**src/rtl/led_pwm_pkg.sv**
```systemverilog
// Shared constants for the LED PWM/blink stage.
// LED_PWM_GAMMA_EN selects squared (perceptual) duty mapping.
package led_pwm_pkg;

   localparam logic [1:0] REG_DUTY   = 2'd0;
   localparam logic [1:0] REG_BLINK  = 2'd1;
   localparam logic [1:0] REG_CTRL   = 2'd2;
   localparam logic [1:0] REG_STATUS = 2'd3;

   localparam int CTRL_PWM_EN   = 0;
   localparam int CTRL_BLINK_EN = 1;

   localparam logic [7:0] DUTY_RST = 8'hFF;
   localparam logic [7:0] LEDS_RST = 8'hFF;

   function automatic logic [7:0] duty_map(input logic [7:0] d);
`ifdef LED_PWM_GAMMA_EN
      logic [15:0] p;
      p = {8'h00, d} * {8'h00, d};
      return (d == 8'hFF) ? 8'hFF : p[15:8];
`else
      return d;
`endif
   endfunction

endpackage

```
**src/rtl/led_pwm_core.sv**
```systemverilog
// Prescaler, PWM counter, shadowed duty and blink divider.
// Duty mapping follows LED_PWM_GAMMA_EN via led_pwm_pkg::duty_map.
module led_pwm_core
   import led_pwm_pkg::*;
#(
   parameter int PRESCALE = 16,
   parameter int BLINK_W  = 24
) (
   input  logic               clk,
   input  logic               rst,
   input  logic               pwm_en,
   input  logic               blink_en,
   input  logic [7:0]         duty_reg,
   input  logic [BLINK_W-1:0] blink_div,
   input  logic               blink_wr,
   output logic               gate,
   output logic               frame_tick,
   output logic [7:0]         pwm_cnt,
   output logic               frame_active,
   output logic               blink_phase
);

   localparam int PW = (PRESCALE > 1) ? $clog2(PRESCALE) : 1;
   localparam logic [PW-1:0] PMAX = PW'(PRESCALE - 1);

   logic [PW-1:0]      presc;
   logic [7:0]         duty_act;
   logic [BLINK_W-1:0] frame_cnt;
   logic               tick;
   logic               pwm_en_q;
   logic               load;
   logic               pwm_on;

   assign tick       = (presc == PMAX);
   assign frame_tick = tick && (pwm_cnt == 8'hFF);
   assign load       = frame_tick || (pwm_en && !pwm_en_q);
   assign pwm_on     = (duty_act == 8'hFF) || (pwm_cnt < duty_act);

   assign frame_active = pwm_on;
   assign gate = (pwm_en ? pwm_on : 1'b1)
               & (blink_en ? blink_phase : 1'b1);

   // Counters free-run regardless of pwm_en.
   always_ff @(negedge clk) begin
      if (rst) begin
         presc    <= '0;
         pwm_cnt  <= '0;
         pwm_en_q <= 1'b0;
         duty_act <= duty_map(DUTY_RST);
      end else begin
         presc    <= tick ? '0 : presc + 1'b1;
         pwm_en_q <= pwm_en;
         if (tick)
            pwm_cnt <= pwm_cnt + 8'd1;
         if (load)
            duty_act <= duty_map(duty_reg);
      end
   end

   always_ff @(negedge clk) begin
      if (rst) begin
         frame_cnt   <= '0;
         blink_phase <= 1'b1;
      end else if (blink_div == '0) begin
         frame_cnt   <= '0;
         blink_phase <= 1'b1;
      end else if (blink_wr) begin
         frame_cnt <= '0;
      end else if (frame_tick) begin
         if (frame_cnt == blink_div - BLINK_W'(1)) begin
            frame_cnt   <= '0;
            blink_phase <= ~blink_phase;
         end else begin
            frame_cnt <= frame_cnt + BLINK_W'(1);
         end
      end
   end

endmodule

```
**src/rtl/mod_led_pwm.sv**
```systemverilog
// LED brightness/blink peripheral on the shared data bus.
// Optional gamma dimming: define LED_PWM_GAMMA_EN.
module mod_led_pwm
   import led_pwm_pkg::*;
#(
   parameter int PRESCALE = 16,
   parameter int BLINK_W  = 24
) (
   input  logic        clk,
   input  logic        rst,
   input  logic        ie,
   input  logic        de,
   input  logic [31:0] iaddr,
   input  logic [31:0] daddr,
   input  logic [1:0]  drw,
   input  logic [31:0] din,
   output logic [31:0] iout,
   output logic [31:0] dout,
   input  logic [7:0]  leds_in,
   output logic [7:0]  leds_out
);

   logic [7:0]         duty_reg;
   logic [BLINK_W-1:0] blink_div;
   logic [1:0]         ctrl;
   logic [1:0]         sel;
   logic               wr;
   logic               blink_wr;
   logic               gate;
   logic               frame_tick;
   logic [7:0]         pwm_cnt;
   logic               frame_active;
   logic               blink_phase;
   logic               unused_ok;

   assign sel      = daddr[3:2];
   assign wr       = de && drw[0] && !rst;
   assign blink_wr = wr && (sel == REG_BLINK);
   assign iout     = '0;

   assign unused_ok = &{1'b0, ie, iaddr, daddr, drw[1], din, frame_tick};

   led_pwm_core #(
      .PRESCALE (PRESCALE),
      .BLINK_W  (BLINK_W)
   ) u_core (
      .clk          (clk),
      .rst          (rst),
      .pwm_en       (ctrl[CTRL_PWM_EN]),
      .blink_en     (ctrl[CTRL_BLINK_EN]),
      .duty_reg     (duty_reg),
      .blink_div    (blink_div),
      .blink_wr     (blink_wr),
      .gate         (gate),
      .frame_tick   (frame_tick),
      .pwm_cnt      (pwm_cnt),
      .frame_active (frame_active),
      .blink_phase  (blink_phase)
   );

   always_ff @(negedge clk) begin
      if (rst) begin
         duty_reg  <= DUTY_RST;
         blink_div <= '0;
         ctrl      <= '0;
         leds_out  <= LEDS_RST;
      end else begin
         leds_out <= leds_in & {8{gate}};
         if (wr) begin
            case (sel)
               REG_DUTY:  duty_reg  <= din[7:0];
               REG_BLINK: blink_div <= din[BLINK_W-1:0];
               REG_CTRL:  ctrl      <= din[1:0];
               default:   ;
            endcase
         end
      end
   end

   always_comb begin
      dout = '0;
      if (de) begin
         case (sel)
            REG_DUTY:  dout = {24'h0, duty_reg};
            REG_BLINK: dout = 32'(blink_div);
            REG_CTRL:  dout = {30'h0, ctrl};
            default:   dout = {22'h0, blink_phase, frame_active, pwm_cnt};
         endcase
      end
   end

endmodule

```
**config.mk**
```make
export PLATFORM = sky130hd
export DESIGN_NAME = mod_led_pwm
export DESIGN_NICKNAME = d
export VERILOG_FILES = /design/src/rtl/led_pwm_pkg.sv /design/src/rtl/led_pwm_core.sv /design/src/rtl/mod_led_pwm.sv
export SDC_FILE = /design/constraint.sdc
export NUM_CORES = 1
export LEC_CHECK = 0
export CELL_PAD_IN_SITES_DETAIL_PLACEMENT = 1
export CELL_PAD_IN_SITES_GLOBAL_PLACEMENT = 1
export CORE_MARGIN = 2
export CORE_UTILIZATION = 51
export CTS_BUF_LIST = sky130_fd_sc_hd__clkbuf_8
export CTS_CLUSTER_DIAMETER = 120
export DETAILED_ROUTE_END_ITERATION = 16
export DONT_BUFFER_PORTS = 1
export PLACE_DENSITY_LB_ADDON = 0.1
export SETUP_SLACK_MARGIN = 0.4
export SYNTH_ARGS = -nofsm -noshare
export SYNTH_HDL_FRONTEND = slang
export SYNTH_SLANG_ARGS = --single-unit
```
**constraint.sdc**
```tcl
create_clock -name clk -period 5.24 [get_ports clk]
set_clock_uncertainty 0.15 [all_clocks]
set_input_delay 0.786 -clock clk [delete_from_list [all_inputs] [get_ports clk]]
set_output_delay 0.786 -clock clk [all_outputs]
set_load 0.02 [all_outputs]
```
==> reports/qor.csv <==
metric;value;unit
dp_cells;747;
tns;-0.710;ns
ir_drop;0.133;mV
cts_buffer_depth;2;
numPortBuffers;0;
cts_num_sinks;88;
floorplan.die.height;104;um
cp-start-kind;register;
grt_pass1_wl;26400;um
avgSynthCellArea;8.20;sq um
status;finished with violations;
antenna_found_initial;0;
setup_viol;2;
cts_hold_buffers;0;
start_util;0.524;
die_area;10800;sq um
fillers;1247;
ys_seq_area_frac;0.345;
post_drt_wl_per_cell;19.2;um
coreArea;9730;sq um
post-route-drc-count;0;
clk_root_buffer_cell;clkbuf_8;
slew_violations;0;
ys.warnings.count;0;
max-slew-margin-rel;0.475;
clk-insertion-delay-late;0.46;ns
via_count;4729;
gp_congestion;0.840;
hold_class;reg -> reg;
netlist_area;5100;sq um
layout.nets;837;
cp_max_fo;2;
layout-drive-gt1-share;0.135;
ant_nets;0;
criticalPathCategory;reg -> out;
setup_ws;-0.689;ns
path_clk_slew;0.06;ns
final_cells;854;
rsz0062_at_grt;yes;
violations;setup timing;
antennaDiodeCount;0;
grt_overflow;0;
syn_inst;622;
fin_total_pwr;0.00166;W
wl;16400;um
viasPerCell;5.54;
leakagePower;2.64;nW
worst_slew_pin_slew;0.785;ns
fp.dieW;104;um
required;4.30;ns
synth_edf_count;0;
cts_buffers;9;
hold_viol;0;
cp-end-kind;primary output;
synth.distinct_cells;56;
drv_cap;0;
final-seq-area;1790;sq um
rows;36;
syn_to_final_growth;15.0;%
pre_cts_ws;-0.290;ns
grt_util_all_layers;0.304;
p_per_area;283;nW/um^2
htreeDepth;3;
grt_max_degree;66;
drtPass1Iterations;4;
grt_pass1_vias;5252;
drt_iter0_markers;224;
ys_ff_latch;88;
synth_flop_cell;dfxtp_1;
cp.arrival;4.99;ns
io_pins;182;
cts_tree;done;
reg_top3;blink_div x24, u_core.frame_cnt x24;
dp_hpwl;10000;um
multi_input_area;3100;sq um
async_reset_ff_frac;0;
-- cells by family (layout without fill, tap and decap cells) --
logic type | Yosys count | count (layout) | synth area share
AND/OR/NAND/NOR | 264 | 264 | 0.269
AO/OA/AOI/OAI | 93 | 93 | 0.117
buffers and inverters | 90 | 150 | 0.103
flip-flops | 88 | 88 | 0.345
XOR/XNOR | 61 | 61 | 0.105
multiplexers | 14 | 14 | 0.0336
adder cells (fa/ha/maj) | 11 | 11 | 0.0270
other | 1 | 40 | 0.000735
-- timing repair --
action                     in CTS  in global routing
setup endpoints to repair      13                 13
buffers inserted                3                  1
gates resized for setup        56                  3
gates cloned                    0                  0
pin swaps                       4                  3
-- stage by stage --
stage	cell area [sq um]	utilization	hold slack, ns
3_5_place_dp	5150	0.530	0.330
4_1_cts	5860	0.602	0.349
2_1_floorplan	5260	-	0.291
3_3_place_gp	5150	0.530	0.307
5_1_grt	5870	0.603	0.377
6_report	5870	0.603	0.349
-- layout by cell type (no fill, tap or decap), drive strengths merged, types with 7 or more instances in the layout --
cell / count
a211o: 8
a21oi: 12
and2: 15
buf: 26
clkbuf: 9
conb: 40
dfxtp: 88
ha: 11
inv: 115
mux2i: 7
nand2: 49
nand2b: 20
nand3: 19
nand4: 14
nor2: 81
nor2b: 18
nor3: 15
o21ai: 37
xnor2: 41
xor2: 20
-- path summary, 6_finish.rpt --
kind                                                          end  slack [ns]                            start  depth (start not counted)
worst max-delay path                                      dout[8]       -0.69  u_core.duty_act[1]$_SDFFE_NP1P_                         10
worst min-delay path                   u_core.presc[0]$_SDFF_NP0_        0.35       u_core.presc[0]$_SDFF_NP0_                          1
worst max register to register  u_core.frame_cnt[21]$_SDFFE_NP0P_        1.82   u_core.pwm_cnt[1]$_SDFFE_NP0P_                         12
worst min register to register         u_core.presc[0]$_SDFF_NP0_        0.35       u_core.presc[0]$_SDFF_NP0_                          1
-- critical path: stages, from the launching register on --
cell,delay (ns)
dfxtp_2,0.35
inv_2,0.06
ha_4,0.21
a21o_1,0.16
a21o_1,0.18
a211oi_2,0.18
o21bai_1,0.11
a31oi_2,0.23
nor2_1,0.10
a211oi_2,0.19
buf_4,0.17
-- layout make-up --
| type | count | share of cell area |
|---|---|---|
| timing repair buffer | 26 | 0.0377 |
| multi-input combinational | 483 | 0.529 |
| inverter | 20 | 0.0128 |
| sequential | 88 | 0.305 |
| clock buffer | 9 | 0.0211 |
| tap | 133 | 0.0284 |
| clock inverter | 95 | 0.0663 |
-- routing by layer --
metal	global-route usage	routed length, um	vias up
li1	-	-	2214
met1	0.343	6740	2307
met2	0.517	8290	177
met3	0.101	1000	31
met4	0.145	388	0
met5	0	0	-
-- Yosys cell counts, drive strengths merged (6+ instances only) --
library cell / count / area share
a211o: 8 / 0.014
a21oi: 12 / 0.012
a22oi: 6 / 0.0088
and2: 15 / 0.018
and3: 6 / 0.0076
buf: 48 / 0.072
clkbuf: 21 / 0.015
dfxtp: 88 / 0.35
ha: 11 / 0.027
inv: 21 / 0.015
mux2i: 7 / 0.014
nand2: 49 / 0.036
nand2b: 20 / 0.025
nand3: 19 / 0.019
nand4: 14 / 0.017
nor2: 81 / 0.060
nor2b: 18 / 0.022
nor3: 15 / 0.015
nor4: 6 / 0.014
o21ai: 37 / 0.036
xnor2: 41 / 0.070
xor2: 20 / 0.034
-- power breakdown --
part | internal [W] | switching, W | leakage [nW]
clock | 0.000272 | 0.000520 | 0.568
combinational | 0.0000595 | 0.000104 | 1.35
sequential | 0.000684 | 0.0000189 | 0.723
No activity file was read; power rests on OpenSTA's default activity.
